File: src/rtl/parity_frame_tx_pkg.sv
// =====================================================================
// Module   : parity_frame_tx_pkg
// Brief    : Shared state encodings and line constants for the framer.
// Revision : 1.0 - initial release
// =====================================================================
`default_nettype none

package parity_frame_tx_pkg;

    localparam int STATE_W = 3;

    typedef logic [STATE_W-1:0] state_t;

    localparam state_t S_IDLE   = 3'd0;
    localparam state_t S_START  = 3'd1;
    localparam state_t S_DATA   = 3'd2;
    localparam state_t S_PARITY = 3'd3;
    localparam state_t S_STOP   = 3'd4;

    localparam logic IDLE_LEVEL = 1'b1;
    localparam logic START_LEVEL = 1'b0;
    localparam logic STOP_LEVEL = 1'b1;

    // Total clocks from first start-bit cycle to last stop-bit cycle.
    function automatic int frame_cycles(input int data_w, input int bit_cyc);
        return (data_w + 3) * bit_cyc;
    endfunction

endpackage

`default_nettype wire

File: src/rtl/parity_frame_tx_if.sv
// =====================================================================
// Module   : parity_frame_tx_if
// Brief    : Parallel word valid/ready handshake into the framer.
// Revision : 1.0 - initial release
// =====================================================================
`default_nettype none

interface parity_frame_tx_if #(
    parameter int DATA_W = 8
);
    logic [DATA_W-1:0] in_data;
    logic              in_valid;
    logic              in_ready;

    modport master (
        output in_data,
        output in_valid,
        input  in_ready
    );

    modport slave (
        input  in_data,
        input  in_valid,
        output in_ready
    );
endinterface

`default_nettype wire

File: src/rtl/parity_frame_tx_acc.sv
// =====================================================================
// Module   : parity_acc
// Brief    : Serial XOR accumulator; clear wins over enable.
// Revision : 1.0 - initial release
// =====================================================================
`default_nettype none

module parity_acc
    import parity_frame_tx_pkg::*;
(
    input  logic clk,
    input  logic rst,
    input  logic clr,
    input  logic en,
    input  logic bit_in,
    output logic acc
);

    logic acc_q;
    logic acc_d;

    always_comb begin
        acc_d = acc_q;
        if (clr) begin
            acc_d = 1'b0;
        end else if (en) begin
            acc_d = acc_q ^ bit_in;
        end
    end

    always_ff @(posedge clk) begin
        if (rst) begin
            acc_q <= 1'b0;
        end else begin
            acc_q <= acc_d;
        end
    end

    assign acc = acc_q;

endmodule

`default_nettype wire

File: src/rtl/parity_frame_tx.sv
// =====================================================================
// Module   : parity_frame_tx
// Brief    : Frames a parallel word as start/data(LSB first)/parity/stop.
// Revision : 1.0 - initial release
// =====================================================================
`default_nettype none

module parity_frame_tx
    import parity_frame_tx_pkg::*;
#(
    parameter int DATA_W  = 8,
    parameter int BIT_CYC = 1,
    parameter int ODD     = 0
) (
    input  logic              clk,
    input  logic              rst,
    parity_frame_tx_if.slave  in_if,
    output logic              ser_out,
    output logic              busy,
    output logic              done,
    output logic              parity_out
);

    localparam int CNT_W = $clog2(BIT_CYC) + 1;
    localparam int IDX_W = $clog2(DATA_W) + 1;
    localparam logic [CNT_W-1:0] CNT_LAST = CNT_W'(BIT_CYC - 1);
    localparam logic [IDX_W-1:0] IDX_LAST = IDX_W'(DATA_W - 1);
    localparam logic ODD_BIT = (ODD != 0);

    state_t              state_q,   state_d;
    logic [CNT_W-1:0]    cnt_q,     cnt_d;
    logic [IDX_W-1:0]    bit_idx_q, bit_idx_d;
    logic [DATA_W-1:0]   shreg_q,   shreg_d;
    logic                ser_q,     ser_d;
    logic                parity_q,  parity_d;
    logic                done_q,    done_d;

    logic w_handshake;
    logic w_bit_last;
    logic w_data_last;
    logic w_parity;
    logic w_acc;
    logic w_acc_clr;
    logic w_acc_en;

    assign w_handshake = in_if.in_valid && (state_q == S_IDLE);
    assign w_bit_last  = (cnt_q == CNT_LAST);
    assign w_data_last = (bit_idx_q == IDX_LAST);
    // The last data bit enters the accumulator on the same edge that enters PARITY.
    assign w_parity    = w_acc ^ shreg_q[0] ^ ODD_BIT;

    parity_acc u_acc (
        .clk    (clk),
        .rst    (rst),
        .clr    (w_acc_clr),
        .en     (w_acc_en),
        .bit_in (shreg_q[0]),
        .acc    (w_acc)
    );

    always_ff @(posedge clk) begin
        if (rst) begin
            state_q   <= S_IDLE;
            cnt_q     <= '0;
            bit_idx_q <= '0;
            shreg_q   <= '0;
            ser_q     <= IDLE_LEVEL;
            parity_q  <= 1'b0;
            done_q    <= 1'b0;
        end else begin
            state_q   <= state_d;
            cnt_q     <= cnt_d;
            bit_idx_q <= bit_idx_d;
            shreg_q   <= shreg_d;
            ser_q     <= ser_d;
            parity_q  <= parity_d;
            done_q    <= done_d;
        end
    end

    always_comb begin
        state_d = state_q;
        case (state_q)
            S_IDLE: begin
                if (w_handshake) begin
                    state_d = S_START;
                end
            end
            S_START: begin
                if (w_bit_last) begin
                    state_d = S_DATA;
                end
            end
            S_DATA: begin
                if (w_bit_last && w_data_last) begin
                    state_d = S_PARITY;
                end
            end
            S_PARITY: begin
                if (w_bit_last) begin
                    state_d = S_STOP;
                end
            end
            S_STOP: begin
                if (w_bit_last) begin
                    state_d = S_IDLE;
                end
            end
            default: begin
                state_d = S_IDLE;
            end
        endcase
    end

    always_comb begin
        cnt_d     = cnt_q;
        bit_idx_d = bit_idx_q;
        shreg_d   = shreg_q;
        parity_d  = parity_q;
        done_d    = 1'b0;
        w_acc_clr = 1'b0;
        w_acc_en  = 1'b0;

        if ((state_q == S_IDLE) || w_bit_last) begin
            cnt_d = '0;
        end else begin
            cnt_d = cnt_q + 1'b1;
        end

        case (state_q)
            S_IDLE: begin
                if (w_handshake) begin
                    shreg_d   = in_if.in_data;
                    bit_idx_d = '0;
                    w_acc_clr = 1'b1;
                end
            end
            S_DATA: begin
                if (w_bit_last) begin
                    w_acc_en = 1'b1;
                    shreg_d  = shreg_q >> 1;
                    if (w_data_last) begin
                        bit_idx_d = '0;
                        parity_d  = w_parity;
                    end else begin
                        bit_idx_d = bit_idx_q + 1'b1;
                    end
                end
            end
            S_STOP: begin
                if (w_bit_last) begin
                    done_d = 1'b1;
                end
            end
            default: begin
            end
        endcase

        // The line is registered, so it is driven from the state being entered.
        case (state_d)
            S_START:  ser_d = START_LEVEL;
            S_DATA:   ser_d = shreg_d[0];
            S_PARITY: ser_d = parity_d;
            S_STOP:   ser_d = STOP_LEVEL;
            default:  ser_d = IDLE_LEVEL;
        endcase
    end

    assign in_if.in_ready = (state_q == S_IDLE);
    assign busy           = (state_q != S_IDLE);
    assign ser_out        = ser_q;
    assign done           = done_q;
    assign parity_out     = parity_q;

endmodule

`default_nettype wire
File: src/flat_wrapper.sv
// flat-port wrapper written by rule: the top's interface ports become plain ports
module parity_frame_tx_flat import parity_frame_tx_pkg::*;
#(
    parameter int DATA_W  = 8,
    parameter int BIT_CYC = 1,
    parameter int ODD     = 0
)
  (clk, rst, ser_out, busy, done, parity_out, in_if_in_data, in_if_in_valid, in_if_in_ready);
  parity_frame_tx_if #(.DATA_W(DATA_W)) in_if_i ();
  input  logic clk;
  input  logic rst;
  output logic ser_out;
  output logic busy;
  output logic done;
  output logic parity_out;
  input wire logic [$bits(in_if_i.in_data)-1:0] in_if_in_data;
  input wire logic [$bits(in_if_i.in_valid)-1:0] in_if_in_valid;
  output wire logic [$bits(in_if_i.in_ready)-1:0] in_if_in_ready;
  assign in_if_i.in_data = in_if_in_data;
  assign in_if_i.in_valid = in_if_in_valid;
  assign in_if_in_ready = in_if_i.in_ready;
  parity_frame_tx #(.DATA_W(DATA_W), .BIT_CYC(BIT_CYC), .ODD(ODD)) u_core (.clk(clk), .rst(rst), .in_if(in_if_i), .ser_out(ser_out), .busy(busy), .done(done), .parity_out(parity_out));
endmodule
File: config.mk
export PLATFORM = sky130hd
export DESIGN_NAME = parity_frame_tx_flat
export DESIGN_NICKNAME = d
export VERILOG_FILES = /design/src/rtl/parity_frame_tx_pkg.sv /design/src/rtl/parity_frame_tx_if.sv /design/src/rtl/parity_frame_tx_acc.sv /design/src/rtl/parity_frame_tx.sv /design/src/flat_wrapper.sv
export SDC_FILE = /design/constraint.sdc
export NUM_CORES = 1
export LEC_CHECK = 0
export CORE_MARGIN = 10
export CORE_UTILIZATION = 35
export CTS_BUF_LIST = sky130_fd_sc_hd__clkbuf_8
export CTS_CLUSTER_DIAMETER = 150
export DETAILED_ROUTE_END_ITERATION = 12
export DONT_BUFFER_PORTS = 1
export SLEW_MARGIN = 20
export SYNTH_ARGS = -nofsm -noshare
export SYNTH_HDL_FRONTEND = slang
export SYNTH_SLANG_ARGS = --single-unit
export TNS_END_PERCENT = 50
File: constraint.sdc
create_clock -name clk -period 3.3 [get_ports clk]
set_clock_uncertainty 0.05 [all_clocks]
set_input_delay 0.66 -clock clk [delete_from_list [all_inputs] [get_ports clk]]
set_output_delay 0.66 -clock clk [all_outputs]
set_load 0.005 [all_outputs]
==> results of run 1 <==
==> worst register-to-register path, cell delays in order (launching register included) <==
cell and delay, ns:
dfxtp_1 0.41, nor4b_2 0.30, buf_4 0.24, a221o_1 0.20, or3b_1 0.36, o221ai_1 0.19
==> area by class of cell <==
type                       count  area (um^2)  share of cell area
tap                           28         35.0              0.0366
sequential                    20          400               0.418
clock buffer                   3         41.3              0.0431
inverter                       1         3.75             0.00392
multi-input combinational     67          425               0.444
timing repair buffer           3         22.5              0.0235
clock inverter                 1         30.0              0.0313
==> worst min path at each step <==
stage                      startpoint                   to  depth (start not counted)
detailed placement  u_core.shreg_q[5]    u_core.shreg_q[5]                          2
global route                      rst  u_core.bit_idx_q[3]                          1
floorplan           u_core.shreg_q[1]    u_core.shreg_q[1]                          2
finish              u_core.shreg_q[5]    u_core.shreg_q[5]                          2
global placement    u_core.shreg_q[5]    u_core.shreg_q[5]                          2
CTS                               rst    u_core.shreg_q[6]                          1
==> cell families (layout without fill, tap and decap cells) <==
group / after synthesis / after routing / share of synthesized area
multiplexers: 1 / 1 / 0.0116
adder cells (fa/ha/maj): 1 / 1 / 0.0145
buffers and inverters: 7 / 8 / 0.0449
AND/OR/NAND/NOR: 37 / 37 / 0.245
flip-flops: 20 / 20 / 0.463
XOR/XNOR: 4 / 4 / 0.0405
AO/OA/AOI/OAI: 23 / 23 / 0.177
other: 1 / 1 / 0.00434
==> power breakdown <==
group          internal [W]  switching [W]
clock network      0.000162      0.0000807
registers          0.000253      0.0000109
logic             0.0000226      0.0000253
==> layer usage <==
layer  part of all wire  GRT usage  vias up
li1                   -          -      337
met4             0.0088     0.0478        0
met5                  0          0        -
met3              0.060     0.0257        2
met1               0.44     0.0843      308
met2               0.49      0.121       13
==> layout by cell type, fill, tap and decap left out, types with 2 or more instances in the layout <==
master / n
nor2b_1: 4
nor4b_2: 2
a21oi_1: 9
nor3_1: 4
dfxtp_1: 20
a22oi_1: 8
xor2_1: 3
clkbuf_8: 3
nor2_1: 7
or3_1: 2
nand2_1: 11
buf_4: 3
==> flip-flops by register name, indices dropped and copies added (netlist names) <==
name / count
u_core.done: 1
u_core.u_acc.acc: 1
u_core.shreg_q: 8
u_core.parity_out: 1
u_core.ser_out: 1
u_core.cnt_q: 1
u_core.bit_idx_q: 4
u_core.state_q: 3
==> through the flow <==
stage / total power [W] / util
floorplan: 0.000309 / -
global placement: 0.000317 / 0.390
detailed placement: 0.000318 / 0.390
CTS: 0.000563 / 0.421
global route: 0.000580 / 0.421
finish: 0.000555 / 0.421
==> results.md, run 1 <==
- Status: finished, final reports clean
- Netlist cell types: 32
- Synth area leader: dfxtp_1
- Max_cap viols: 0
- Placed Instances: 119
- DR iter-0 viols: 19
- Worst skew pair latency: 0.26 ns
- CTS Root Cell: clkbuf_8
- CTS Buffer Depth: 2
- Synth Flop Type: dfxtp_1
- Min cycle time layout: 1.93 ns
- Die area: 4860 um^2
- Die Y-Extent: 69.7 um
- Leakage power: 0.353 nW
- Worst Setup Start Kind: register
- Pwr dens: 579 nW/um^2
- Fillcell total: 220
- Clock sinks: 20
- Crit-path leading delay family: simple AND/OR/NAND/NOR gates
- Final Cell Area: 958 um^2
- Register bit total from synthesis: 20
- Synthesis-to-layout area growth: 10.9%
- Routed vias: 660
- R2R setup slack: 1.47 ns
- Synth warn: 0
- Post-DP HPWL: 1250 um
- CORE AREA: 2280 um^2
- IO buf count: 0
- Largest net degree at the start of global routing: 20
- Final Wtd Congestion: 0.772
- Buffers & Inverters on Critical Path: 1
- RSZ-0062 raised after global routing: false
- Max Slew Vio Count: 0
- Worst Path Max Fanout: 11
- Vias per std cell: 5.37
- Fin cells: 123
- Std-Cell Rows: 17
- Antenna viol nets, final: 0
- Instance count on the critical path: 2
- Hold Buf Count CTS: 0
- Crit path max-delay cell type: or3_1
- Synthesized Nets: 106
- WHS: 0.407 ns
- Clock slew at reported path FFs: 0.07 ns
- IO Pins: 16
- Reg2reg end: u_core.ser_out
- Hold Vio Cnt, Final: 0
- CP Cell Sequence: or3_1 -> inv_1
- Post-synth EDFFs: 0
- Vias in the first global route: 645
- Share of the synthesized area in the top cell type: 0.463
- Syn Std Cell Area: 865 um^2
- Num CTS Buffers: 3
- Post-CTS Resized: 0
- Nets@finish: 108
- Global router's overall resource usage: 0.0760
- Worst Slack Setup Final: 1.37 ns
- Fmax: 519 MHz
- CP Class: register to output pin
- Final WL: 1820 um
- Req. time, crit path: 2.59 ns
- Cell count after synthesis: 94
- Synth cell count leaders: dfxtp_1, nand2_1, a21oi_1
- CTS tree: built
- Final period util: 0.584
- R2R depth: 5
- Crit path capture: in_if_in_ready
- Most common cell in the netlist: dfxtp_1
- Drt drc: 0
- Total congestion overflow: 0
- Initial antenna violation count: 0
- Global-route wire length before repair: 3130 um
- Setup tns final: 0 ns
- RR Startpoint: u_core.state_q[2]
- Placed Area: 887 um^2
- Drt pass-1 iters: 4
- H-tree depth: 1
- CP Capture Type: output pin
- Initial Util: 0.380
- Mapped Avg Cell Area: 9.20 um^2
- ANT cells: 0
- DR WL/cell: 14.8 um
- Dominant cells by area after synthesis: dfxtp_1, a22oi_1, a21oi_1, nand2_1, nor4b_2
- Hold Crit Class: register to register
- Die X-Extent: 69.7 um
- Post-CTS Repair Setup Buffers: 0
- Crit. Startpoint: u_core.state_q[2]
- Asr flop ratio synth: 0
- Setup violations, final: 0
- Sequential share of the synthesized area: 0.463
- Peak supply drop: 306 uV
- Dpl ws: 1.41 ns
- Slowest stage delay, CP: 0.45 ns
- Share of cells above drive strength 1: 0.0947
- Crit path arrival time: 1.22 ns
Note: power is estimated with default switching activity, not from simulation.
==> run 2, diff against run 1 <==
==> constraint.sdc (replaced) <==
create_clock -name clk -period 1.7 [get_ports clk]
set_clock_uncertainty 0.05 [all_clocks]
set_input_delay 0.34 -clock clk [delete_from_list [all_inputs] [get_ports clk]]
set_output_delay 0.34 -clock clk [all_outputs]
set_load 0.005 [all_outputs]
==> run 2 against run 1 <==
Net effect:
- via count grew 6.4%
- non-clock buffer count is 8 higher
- sequential power is 95% higher
- first-iteration DRC count down 5.3%
- critical path depth grew 1
- clock power up 97%
- global-route usage is 0.53 points higher
==> results.md, run 2 (synthesis results as in run 1) <==
- Util after Layout: 0.477
- CTS tree: built
- Fillcell total: 233
- Most common cell after layout, fill and taps aside: dfxtp_1
- Leakage power: 0.403 nW
- R2R setup slack: 0.08 ns
- Final WL: 1960 um
- Peak supply drop: 777 uV
- Antenna viol nets, final: 0
- Largest register FFs: 8
- Drt drc: 0
- Fmax: 614 MHz
- Largest net degree at the start of global routing: 20
- Hold Crit Endpoint: u_core.bit_idx_q[3]
- Hold Vio Cnt, Final: 0
- Req. time, crit path: 1.31 ns
- Vias in the first global route: 725
- RR Startpoint: u_core.cnt_q
- CP Class: register to output pin
- Share of cells above drive strength 1: 0.301
- Crit path arrival time: 1.24 ns
- Final period util: 0.958
- Die Y-Extent: 69.7 um
- Global-route wire length before repair: 3370 um
- Most frequent cells in the layout: dfxtp_1, nand2_1, buf_4
- Setup tns final: 0 ns
- Max_cap viols: 0
- Status: finished, final reports clean
- Min cycle time layout: 1.63 ns
- Total power: 0.00112 W
- H-tree depth: 1
- Drt pass-1 iters: 4
- CP Capture Type: output pin
- Initial antenna violation count: 0
- Placed Area: 932 um^2
- Vias per std cell: 5.36
- Die area: 4860 um^2
- Std-Cell Rows: 17
- Reg2reg end: u_core.ser_out
- Global router's overall resource usage: 0.0812
- Top reg by flops: u_core.shreg_q
- Total congestion overflow: 0
- Die X-Extent: 69.7 um
- CTS Root Cell: clkbuf_8
- Clock slew at reported path FFs: 0.07 ns
- Synthesis-to-layout area growth: 25.5%
- Worst Path Max Fanout: 7
- Hold Crit Class: input pin to register
- Max Slew Vio Count: 0
- Post-DP HPWL: 1350 um
- IO Pins: 16
- CTS Buffer Depth: 2
- Fin cells: 131
- Num CTS Buffers: 3
- DR iter-0 viols: 18
- Final Cell Area: 1080 um^2
- Largest registers: u_core.shreg_q: 8 flops, u_core.bit_idx_q: 4 flops, u_core.state_q: 3 flops
- Placed Instances: 125
- DR WL/cell: 14.9 um
- IO buf count: 0
- Worst Setup Start Kind: register
- RSZ-0062 raised after global routing: true
- Routed vias: 702
- Nets@finish: 116
- Final Wtd Congestion: 0.846
- Pwr dens: 1030 nW/um^2
- R2R depth: 6
- Initial Util: 0.380
- Hold path startpoint: rst
- ANT cells: 0
- Clock sinks: 20
- Worst skew pair latency: 0.26 ns
- Setup violations, final: 0
- Hold path cells: 1
- CORE AREA: 2280 um^2
-- run 2: what timing repair did --
action / in CTS / in global routing
hold buffers: 0 / 0
setup buffers: 0 / 2
pin swaps: 0 / 5
gates resized for setup: 3 / 17
setup endpoints to repair: 2 / 3
-- run 2: worst max path at each step --
| stage | start | endpoint | slack, ns | cells after the start |
|---|---|---|---|---|
| 6_report | u_core.state_q[2] | in_if_in_ready | 0.07 | 3 |
| 4_1_cts | u_core.state_q[2] | in_if_in_ready | 0.003 | 3 |
| 3_3_place_gp | u_core.state_q[0] | u_core.bit_idx_q[3] | 0.06 | 3 |
| 3_5_place_dp | u_core.state_q[1] | u_core.ser_out | -0.004 | 6 |
| 5_1_grt | u_core.cnt_q | u_core.ser_out | -0.03 | 6 |
| 2_1_floorplan | u_core.state_q[2] | u_core.ser_out | 0.002 | 6 |
-- run 2: through the flow --
| step | setup WS (ns) | hold WS, ns |
|---|---|---|
| 2_1_floorplan | 0.00162 | 0.387 |
| 3_3_place_gp | 0.0632 | 0.363 |
| 3_5_place_dp | -0.00413 | 0.363 |
| 4_1_cts | 0.00278 | 0.0810 |
| 5_1_grt | -0.0261 | 0.0659 |
| 6_report | 0.0706 | 0.0781 |
-- run 2: critical path: stages, from the launching register on --
cell	delay, ns
dfxtp_4	0.38
buf_6	0.14
or3_4	0.40
inv_2	0.07
-- run 2: layout make-up --
type | instances | area, um^2 | share of cell area
clock buffers | 3 | 41.3 | 0.0381
flip-flops and latches | 20 | 412 | 0.379
multi-input cells | 67 | 477 | 0.439
well taps | 28 | 35.0 | 0.0323
clock inverters | 1 | 30.0 | 0.0277
repair buffers | 11 | 86.3 | 0.0796
inverters | 1 | 3.75 | 0.00346
-- run 2: per-layer routing --
layer  up-vias  routed length, um  GRT usage
met5         -                  0          0
met3         0                195     0.0571
li1        352                  -          -
met4         0                  0     0.0130
met2        18                874      0.120
met1       332                887     0.0950
-- run 2: power breakdown --
group          total [W]  leakage, nW  internal, W  switching (W)
logic           0.000128        0.201    0.0000671      0.0000610
registers       0.000514        0.166     0.000491      0.0000227
clock network   0.000477       0.0357     0.000315       0.000163
total            0.00112        0.403     0.000872       0.000246
